## src/rtl/mux_sel_arbiter.sv

```systemverilog
// mux_sel_arbiter: round-robin two-requester arbiter with burst hold, driving the 2:1 mux select
module mux_sel_arbiter #(
    parameter int MAX_BURST = 16,
    localparam int CNT_W = $clog2(MAX_BURST + 1)
) (
    input  logic             clk_in,
    input  logic             rst_in,
    input  logic             req_a_in,
    input  logic             last_a_in,
    input  logic             req_b_in,
    input  logic             last_b_in,
    output logic             gnt_a_out,
    output logic             gnt_b_out,
    output logic             sel_out,
    output logic             busy_out,
    output logic [CNT_W-1:0] beat_cnt_out,
    output logic             timeout_out
);
    typedef enum logic [1:0] {IDLE, OWN_A, OWN_B} state_t;
    localparam logic [CNT_W-1:0] CNT_MAX = CNT_W'(MAX_BURST - 1);
    state_t state, state_nxt;
    logic [CNT_W-1:0] cnt_nxt;
    logic ptr_b, ptr_nxt, to_nxt;
    logic req, last, other;
    assign req   = (state == OWN_A) ? req_a_in : req_b_in;
    assign last  = (state == OWN_A) ? last_a_in : last_b_in;
    assign other = (state == OWN_A) ? req_b_in : req_a_in;
    always_comb begin
        state_nxt = state;
        cnt_nxt   = '0;
        ptr_nxt   = ptr_b;
        to_nxt    = 1'b0;
        if (state == IDLE)
            state_nxt = (req_a_in && (!req_b_in || !ptr_b)) ? OWN_A : req_b_in ? OWN_B : IDLE;
        else if (req && !last && beat_cnt_out != CNT_MAX)
            cnt_nxt = beat_cnt_out + 1'b1;
        else begin
            // hand over straight to the waiting side so the mux sees no idle bubble
            to_nxt    = req && !last;
            ptr_nxt   = (state == OWN_A);
            state_nxt = !other ? IDLE : (state == OWN_A) ? OWN_B : OWN_A;
        end
    end
    always_ff @(posedge clk_in) begin
        if (rst_in) begin
            state        <= IDLE;
            ptr_b        <= 1'b0;
            gnt_a_out    <= 1'b0;
            gnt_b_out    <= 1'b0;
            sel_out      <= 1'b0;
            busy_out     <= 1'b0;
            beat_cnt_out <= '0;
            timeout_out  <= 1'b0;
        end else begin
            state        <= state_nxt;
            ptr_b        <= ptr_nxt;
            gnt_a_out    <= state_nxt == OWN_A;
            gnt_b_out    <= state_nxt == OWN_B;
            sel_out      <= (state_nxt == OWN_A) ? 1'b0 : (state_nxt == OWN_B) ? 1'b1 : sel_out;
            busy_out     <= state_nxt != IDLE;
            beat_cnt_out <= cnt_nxt;
            timeout_out  <= to_nxt;
        end
    end
endmodule

```

## config.mk

```make
export PLATFORM = sky130hd
export DESIGN_NAME = mux_sel_arbiter
export DESIGN_NICKNAME = d
export VERILOG_FILES = /design/src/rtl/mux_sel_arbiter.sv
export SDC_FILE = /design/constraint.sdc
export NUM_CORES = 1
export LEC_CHECK = 0
export ABC_AREA = 1
export CORE_MARGIN = 2
export CORE_UTILIZATION = 40
export CTS_CLUSTER_DIAMETER = 30
export DETAILED_ROUTE_END_ITERATION = 16
export PLACE_DENSITY_LB_ADDON = 0.05
export SKIP_LAST_GASP = 1
export SYNTH_ARGS = -nofsm -noshare
export SYNTH_HDL_FRONTEND = slang
export SYNTH_SLANG_ARGS = --single-unit
```

## constraint.sdc

```tcl
create_clock -name clk_in -period 4.11 [get_ports clk_in]
set_input_delay 0.822 -clock clk_in [delete_from_list [all_inputs] [get_ports clk_in]]
set_output_delay 0.822 -clock clk_in [all_outputs]
set_load 0.005 [all_outputs]
```

Word level (Yosys, flattened, before mapping)
Cells that the tools add are included.
{ "totals": {"regBits": 13, "in_bits": 6, "out_inout_bits": 10, "word_cells": 37} }
{ "classes": {"addsub": 1, "eq_ne": 4, "mux": 9, "bitwise_logic": 2, "reduce_logical": 13} }
{ "ops": {"columns": ["operator", "n"], "rows": [
  ["2-to-1 mux 2 bit", 6],
  ["OR reduction 3 bit", 2],
  ["adder 5 x 1 -> 5 bit, second input constant", 1],
  ["!= test 5 x 4 -> 1 bit, second input constant", 1],
  ["equality test 2 x 1 -> 1 bit, second input constant", 2],
  ["logical AND 1 bit", 3],
  ["logical NOT 1 bit", 3],
  ["2-to-1 mux 1 bit", 3],
  ["equality test 2 bit, second input constant", 1],
  ["logical NOT 2 bit", 1],
  ["inverter 1 bit", 2],
  ["AND reduction 2 bit", 1],
  ["nonzero test 2 bit", 1],
  ["OR reduction 2 bit", 1],
  ["logical OR 1 bit", 1]
]} }

Longest topological paths before layout
Gate-level depths: netlist (run 1).
{ "depth": {"word_depth": 9, "depth_mapped": 12, "mapped_depth_nobuf": 12} }

Worst setup path before layout (run 1)
No wires, ideal clock.
{ "synth_path": {"kind": "input-to-reg", "start": "in last_a_in", "end": "reg sel_out", "setup_ns": 0.111, "arrival_ns": 1.432, "t_required_ns": 3.999, "setup_slack_ns": 2.566, "path_stages": 10, "n_path_buf": 0, "cell_sequence": "inv_1 nand2_1 o21ai_1 nand2_1 nand2_1 nand2_2 inv_1 nor2_1 nor2_1 nor2_1"} }
{ "synth_via": {"elab_chain_len": 8, "elab_cells_between_ends": 9, "cone_classes": "eq/ne: 2; mux: 3; reduce/logical: 4"} }
{ "synth_lines": {"columns": ["item", "line", "text"], "rows": [
  ["start: declaration", "9", "input logic last_a_in,"],
  ["2-to-1 mux 1 bit (*)", "26", "assign last = (state == OWN_A) ? last_a_in : last_b_in;"],
  ["logical NOT 1 bit (*)", "35", "else if (req && !last && beat_cnt_out != CNT_MAX)"],
  ["logical AND 1 bit (*) (2 in series)", "35", null],
  ["2-to-1 mux 2 bit (*)", "35", null],
  ["2-to-1 mux 2 bit (*)", "33", "if (state == IDLE)"],
  ["equality test 2 x 1 -> 1 bit", "59", "sel_out <= (state_nxt == OWN_A) ? 1'b0 : (state_nxt == OWN_B) ? 1'b1 : sel_out;"],
  ["OR reduction 2 bit (no source line)", null, null],
  ["end signal: assignment", "59", null],
  ["end: declaration", "14", "output logic sel_out,"]
]} }
Every way passes the cells marked *; elsewhere a longest branch is shown, timed or not.
A chain may end at the register's enable or synchronous reset.

Worst setup path after layout (run 1)
{ "layout_path": {"start": "reg beat_cnt_out[3]", "end": "out beat_cnt_out[3]"} }
{ "layout_rtl": {"columns": ["item", "line", "text"], "rows": [
  ["start: declaration", "16", "output logic [CNT_W-1:0] beat_cnt_out,"],
  ["start signal: assignment", "61", "beat_cnt_out <= cnt_nxt;"]
]} }
No word-level cell between the ends.

==> metrics list, run 1 <==
- The routed design uses 428 µm of met2 wire.
- Number of antenna violations at the first check in global routing: 0
- The Yosys step of the flow raised 0 warnings.
* Die height: 41.81 µm
- After detailed routing, the number of remaining DRC violations is 0.
- Startpoint of the worst register-to-register path: beat_cnt_out[0]
* Met3 layer wire length in the routed design: 46 µm
- Fillers: 125
* Detailed-route vias per instance: 4.545
- During placement, the flow inserted port buffers numbering 15.
* Post-route ant nets: 0
* Number of buffer and inverter stages on the critical path: 1
- Slowest cell on the critical path: sky130_fd_sc_hd__clkdlybuf4s50_1
- For the finished layout, the period the worst path requires is 1991 ps.
* Die span in x: 41.81 µm
- WL met1: 537 µm
- Setup fix buffers added after clock tree synthesis: 0
* Cells on Worst Hold Path: 2
- Number of buffers inserted during clock tree synthesis: 3
- The detailed router finished its first iteration with 3 violations.
* Final worst slack: 2119 ps
* Initial core utilization: 43.40%
- Clock insertion delay at the later pin of the skew report: 270 ps
- Across the run, the number of max-cap violations was 0.
- The core region is 0.001318 mm².
- Number of cells upsized or downsized after cts: 0
* Hold WC Path Type: reg -> reg
* Seq cells post-synth: 13
* Clock input transition at the sequential cells of the worst setup and hold paths: 70 ps
* Hold buffer count at cts: 0
- The worst register-to-register path has a depth of 11.
- The die covers 0.001748 mm².
- Hold path startpoint: ptr_b
- During I/O placement, the number of pins put on the boundary was 16.
- Global-route usage over all layers: 12.89%
- Unrepaired setup endpoints after global routing: no
* Length of the first detailed-routing pass in iterations: 2
* Critical path's largest stage delay: 520 ps
- Setup_tns: 0 ps
- Cell types occupying the most area after synthesis: sky130_fd_sc_hd__dfxtp_1 (46%), sky130_fd_sc_hd__nand2_1 (12%), sky130_fd_sc_hd__inv_1 (8.5%)
- Sequential cell area fraction in the yosys report: 45.51%
- In this run the static leakage power is 0.3533 nW.
- The most used flip-flop cell after synthesis is sky130_fd_sc_hd__dfxtp_1.
* CTS sink count: 13
- The floorplan has 13 rows.
- Category of the worst setup path capture point: output pin
* Power Dens Cells: 348.0 mW/mm²
- Synthesis produced 76 cells.
- Dividing the detail-routed wire length by the instance count gives 9.345 µm.
* Worst-path fanout max: 3
* Ranking of synthesized cells by instance count: sky130_fd_sc_hd__nand2_1 (18), sky130_fd_sc_hd__dfxtp_1 (13), sky130_fd_sc_hd__inv_1 (13)
- The first global-routing pass estimated 1690 µm of wire.
- The detailed router placed 500 vias in this run.
* Root buffer cell: sky130_fd_sc_hd__clkbuf_4
* Worst setup skew after layout: 2.407 ps
- CP Data Arrival Time: 1170 ps
- The hold violation total from the final report came to 0.
* Fraction of layout instances using a drive strength above 1: 12.63%
* DPL Wire Length: 785.4 µm
- Share of Yosys cell area claimed by the top area cell type: 45.51%
- Run status: finished clean
- Top routing layer in use: met4
- TritonCTS built the clock tree.
* Via count of the first global-routing pass: 411
- Mean area per synthesized cell: 7.524 µm²
- In this run the number of cells on the critical path is 1.
- Critical Path Source: beat_cnt_out[3]
- Summing all placed instances gives a cell area of 740.7 µm².
- For the pin with the worst max-slew slack, the measured transition is 208.3 ps.
- sky130_fd_sc_hd__dfxtp_1 takes more of the synthesized area than any other cell.
* Final antenna diode count: 0
- Total Nets Final: 104
- Setup WS pre-CTS: 1973 ps
- In this run the number of H-tree levels came out at 1.
- STA classifies the critical path startpoint as a flop.
- Walking the worst path, the cells encountered are clkdlybuf4s50_1.
- Post-Syn Area: 571.8 µm²
- The setup path with the least slack is of type reg -> out.
* Weighted congestion at the end of routability-driven global placement: 0.8711
- Total count of max-transition violations in the final report: 0
- Yosys mapped a number of flops with a built-in enable equal to 0.
- The synthesized netlist contains 17 unique library cells.
- The worst path uses 48.45% of the clock period.
- sky130_fd_sc_hd__nand2_1 is the most common cell in the netlist.
* Layout overhead on the synthesized area: 34.14%
* Worst Path Required: 3290 ps
- Counting every net in the synthesized netlist gives 84.
- Top delay family on crit path: buffers and inverters
* Layout Cell Area excl Fill: 767.0 µm²
* Achievable Freq: 502.2 MHz
- Worst-case clock buffer depth: 2
- In the synthesized netlist the async set-or-reset flop fraction comes to 0%.
- Final setup violation count: 0
- Entering global routing, the biggest net connects 8 pins.
- Max IR drop VDD: 0.2123 mV
* Remaining max-slew budget at the tightest pin: 86.09%
- After global routing the overflow that remains totals 0.
- Routed Wire Length: 1028 µm
==> sequential cells by signal (all words and copies together), names as in the netlist <==
register and count:
sel_out 1, beat_cnt_out 5, busy_out 1, state 2, gnt_b_out 1, gnt_a_out 1
timeout_out 1, ptr_b 1
==> cells in the final DEF (no fill, tap or decap), types with 2 or more instances in the layout <==
master and count:
sky130_fd_sc_hd__nand3_1 3, sky130_fd_sc_hd__clkbuf_4 3, sky130_fd_sc_hd__clkdlybuf4s50_1 15, sky130_fd_sc_hd__ha_1 2, sky130_fd_sc_hd__nor2_1 12, sky130_fd_sc_hd__inv_1 13, sky130_fd_sc_hd__nor2_2 2, sky130_fd_sc_hd__nand2_2 3
sky130_fd_sc_hd__nand4_1 2, sky130_fd_sc_hd__nand2_1 18, sky130_fd_sc_hd__dfxtp_1 13
==> through the flow <==
| stage | instances | utilization (%) | hold slack [ps] | power (mW) |
|---|---|---|---|---|
| 2_1_floorplan | 76 | - | 433.0 | 0.1725 |
| 3_3_place_gp | 106 | 56.22 | 447.9 | 0.1937 |
| 3_5_place_dp | 106 | 56.22 | 448.2 | 0.1935 |
| 4_1_cts | 110 | 58.21 | 460.3 | 0.2724 |
| 5_1_grt | 110 | 58.21 | 494.8 | 0.2848 |
| 6_report | 110 | 58.21 | 457.8 | 0.2669 |
==> cell type report <==
cell class	count	area, µm²	area share, %
clock buffers	4	26.28	3.426
inverters	14	52.55	6.852
multi-input cells	49	259.0	33.77
flip-flops and latches	13	260.3	33.93
well taps	15	18.77	2.447
repair buffers	15	150.1	19.58
==> where the power goes <==
part	total (mW)	internal [mW]	switching, mW
Sequential	0.139	0.134	0.00522
Clock	0.0761	0.0376	0.0385
Combinational	0.0515	0.0250	0.0265
==> path summary, 6_finish.rpt <==
path | to | slack (ps)
setup reg to reg | sel_out | 2530
hold / removal | ptr_b | 460
hold reg to reg | ptr_b | 460
setup / recovery | beat_cnt_out[3] | 2120
==> cell families after synthesis <==
kind of cell	after synthesis	share of synthesized area, %
DFF	13	45.51
AOI/OAI and AO/OA	2	1.749
adders and majority gates	2	4.376
buffers and inverters	14	9.190
xor gates and xnor gates	1	1.532
and+or+nand+nor	44	37.63
==> metal layers <==
metal	track usage [%]	up-vias
met1	17.91	220
met2	15.63	10
met4	9.677	0
met5	0	-
met3	4.783	2
li1	-	268
Note: power is estimated with default switching activity, not from simulation.
==> run 2: changes to the inputs <==
Clock period 4.11 ns to 1.91 ns, I/O delays scaled along.
==> run 2 against run 1 <==
Net effect: total power rose by 110%; critical path depth rose by 11; largest cell class unchanged; clock skew fell by 1.1 ps; clock-buffer cell count did not move; cell count did not move; first-iteration DRC count rose by 67%; setup slack got worse by 1800 ps; wire length fell by 1.7%; non-clock buffer count did not move; sequential share of layout area did not move; global-route usage rose by 1.0 points.
==> metrics list, run 2 (synthesis results as in run 1) <==
* Run status: finished clean
- Top library cells by usage in the layout, fill and taps aside: sky130_fd_sc_hd__nand2_1 (18), sky130_fd_sc_hd__clkdlybuf4s50_1 (15), sky130_fd_sc_hd__inv_1 (13), sky130_fd_sc_hd__dfxtp_1 (13), sky130_fd_sc_hd__nor2_1 (12)
* Wire length of the first global-routing pass: 1807 µm (+6.9%)
- Number of flip-flops under the largest register name: 5 (unchanged)
- The worst setup path is launched from a flop.
- Post-route total power: 573.3 µW (+110%)
- Number of hold violations in the final report: 0 (unchanged)
- Total count of max-transition violations in the final report: 0 (unchanged)
- The final critical path takes up 84.37% of the cycle.
- Congestion Overflow GR: 0 (unchanged)
- Number of antenna violations at the first check in global routing: 0 (unchanged)
- The leakage power was 0.3533 nW (unchanged).
- The detailed-route wire length per cell is 9.191 µm (-1.7%).
- Relative contribution of the clock network to total power: 28.4% (about the same)
* Most flop-heavy register: beat_cnt_out
* Internal portion of total power: 423.2 µW (+120%)
- The die outline area is 0.001748 mm² (unchanged).
- CTS H-Tree Depth: 1 (unchanged)
- Fraction of layout instances using a drive strength above 1: 12.63% (unchanged)
* Post-detailed-placement cell area: 740.7 µm² (unchanged)
* GR met3 Demand/Resource: 4.783% (unchanged)
- CTS tree: yes
* Detailed-route vias per instance: 4.455 (-2.0%)
- The relative contribution of combinational cells to total power was 19.2% (about the same).
* Cells after DPL: 106 (unchanged)
- The count of input and output buffers was 15 (unchanged).
- The final net count was 104 (unchanged).
- Clock period minus final worst setup slack: 1611 ps
* Critical Path Source: beat_cnt_out[0]
- Clock input transition at the sequential cells of the worst setup and hold paths: 70 ps (about the same)
* Setup fix buffers added after clock tree synthesis: 0 (unchanged)
- Largest registers: beat_cnt_out (5), state (2)
- Max-capacitance violation count: 0 (unchanged)
- CP Data Arrival Time: 1780 ps (+610 ps)
- The effective utilization at floorplan came to 43.40% (unchanged).
* DPL Wire Length: 814 µm (+3.6%)
- Layout Cell Area excl Fill: 767.0 µm² (unchanged)
- Post-route ant nets: 0 (unchanged)
* Number of remaining DRC errors: 0 (unchanged)
- The layout overhead on the synthesized area was 34.14% (unchanged).
* CTS sink count: 13 (unchanged)
- Setup_tns: 0 ps (unchanged)
- The peak fanout along the critical path came to 4 (+1).
- Hold buffer count at cts: 0 (unchanged)
- Hold path startpoint: ptr_b
- The met1 usage in global routing came to 17.16% (-0.76 points).
- The worst clock skew was 1.260 ps (-1.147 ps).
- The pin count of the biggest net entering global routing is 8 (unchanged).
* Starting DRC count in detailed routing: 5 (+2)
* Startpoint of the worst register-to-register path: beat_cnt_out[0]
- Core region area: 0.001318 mm² (unchanged)
- Number of buffers inserted during clock tree synthesis: 3 (unchanged)
- Worst hold slack across all endpoints: 459.8 ps (+1.995 ps)
- The post-placement worst setup slack came to 159.9 ps (-1813 ps).
* Achievable Freq: 620.6 MHz
- The net switching power is 150.1 µW (+110%).
- Leaving out fill and tap cells, the most frequent cell in the layout is sky130_fd_sc_hd__nand2_1.
- I/O pin count: 16 (unchanged)
* Hold WC Path Type: reg -> reg
- The final design utilization is 58.21% (unchanged).
- Clock insertion delay at the later pin of the skew report: 270 ps (about the same)
* Transition at the pin with the smallest max-transition slack: 206.2 ps (-2.055 ps)
* Worst setup path category: reg -> reg
- Weighted congestion at the end of routability-driven global placement: 0.8140 (-6.6%)
- The number of global-route vias before repair is 456 (+11%).
* Die span in x: 41.81 µm (unchanged)
- The final worst-path setup slack came to 298.6 ps (-1820 ps).
* Non-Filler Instances: 110 (unchanged)
- The power per standard cell area was 747.5 mW/mm² (+110%).
- The post-detailed-routing wire length came to 1011 µm (-1.7%).
- The switching share of power is 26.18% (-0.12 points).
- Final setup violation count: 0 (unchanged)
- STA classifies the critical path endpoint as a flop.
- Fraction of power consumed by sequential logic: 52.4% (+0.2 points)
* Worst Path Required: 2080 ps (-1210 ps)
- The maximum resistive drop on vdd came to 0.5235 mV (+150%).
- The number of detailed-routing iterations run before antenna repair was 4 (+2).
* Layer carrying the most global-route usage: met2
- Remaining max-slew budget at the tightest pin: 86.23% (+0.14 points)
- Final antenna diode count: 0 (unchanged)
* Total number of vias: 490 (-2.0%)
- In this run the clock root is driven by a sky130_fd_sc_hd__clkbuf_4.
- Number of standard-cell rows in the floorplan: 13 (unchanged)
- The floorplan die height is 41.81 µm (unchanged).
- The number of instances resized during post-cts repair was 0 (unchanged).
- Setup repair after global routing left no endpoint under its margin.
- The met2 track demand over resource came to 20.00% (+4.4 points).
* Worst-case clock buffer depth: 2 (unchanged)
* Global-route usage over all layers: 13.90% (+1.0 points)
run 2: cell counts in the layout (fill, tap and decap cells not counted):
No cell type changed its count.
run 2: final cells by class:
class	instances	area, µm²
tap	15	18.77
fill	123	550.5
multi-input combinational	49	259.0
sequential	13	260.3
timing repair buffer	15	150.1
clock buffer	4	26.28
inverter	14	52.55
run 2: worst paths after layout:
kind,end,slack (ps),cells past startpoint
min reg2reg,ptr_b,460,2
min,ptr_b,460,2
max,sel_out,300,12
max reg2reg,sel_out,300,12
run 2: power groups by stage:
stage / clock [mW] / sequential [mW] / combinational (mW)
2_1_floorplan: 0 / 0.306 / 0.0653
3_3_place_gp: 0 / 0.306 / 0.110
3_5_place_dp: 0 / 0.307 / 0.111
4_1_cts: 0.173 / 0.300 / 0.112
5_1_grt: 0.184 / 0.302 / 0.126
6_report: 0.163 / 0.300 / 0.110
run 2: critical path, cell delays in order (launching register included):
cell and delay (ps):
sky130_fd_sc_hd__dfxtp_1 340, sky130_fd_sc_hd__ha_1 210, sky130_fd_sc_hd__nand2_1 80, sky130_fd_sc_hd__nor2_1 50, sky130_fd_sc_hd__ha_1 200, sky130_fd_sc_hd__o21ai_1 200
sky130_fd_sc_hd__nand2_1 70, sky130_fd_sc_hd__nand2_1 70, sky130_fd_sc_hd__nand2_2 60, sky130_fd_sc_hd__inv_1 70, sky130_fd_sc_hd__nor2_1 40, sky130_fd_sc_hd__nor2_1 80
sky130_fd_sc_hd__nor2_1 40
run 2: layer usage:
metal / vias to the layer above / part of all wire (%)
li1: 269 / -
met1: 205 / 47
met2: 12 / 44
met3: 4 / 5.5
met4: 0 / 3.4
met5: - / 0
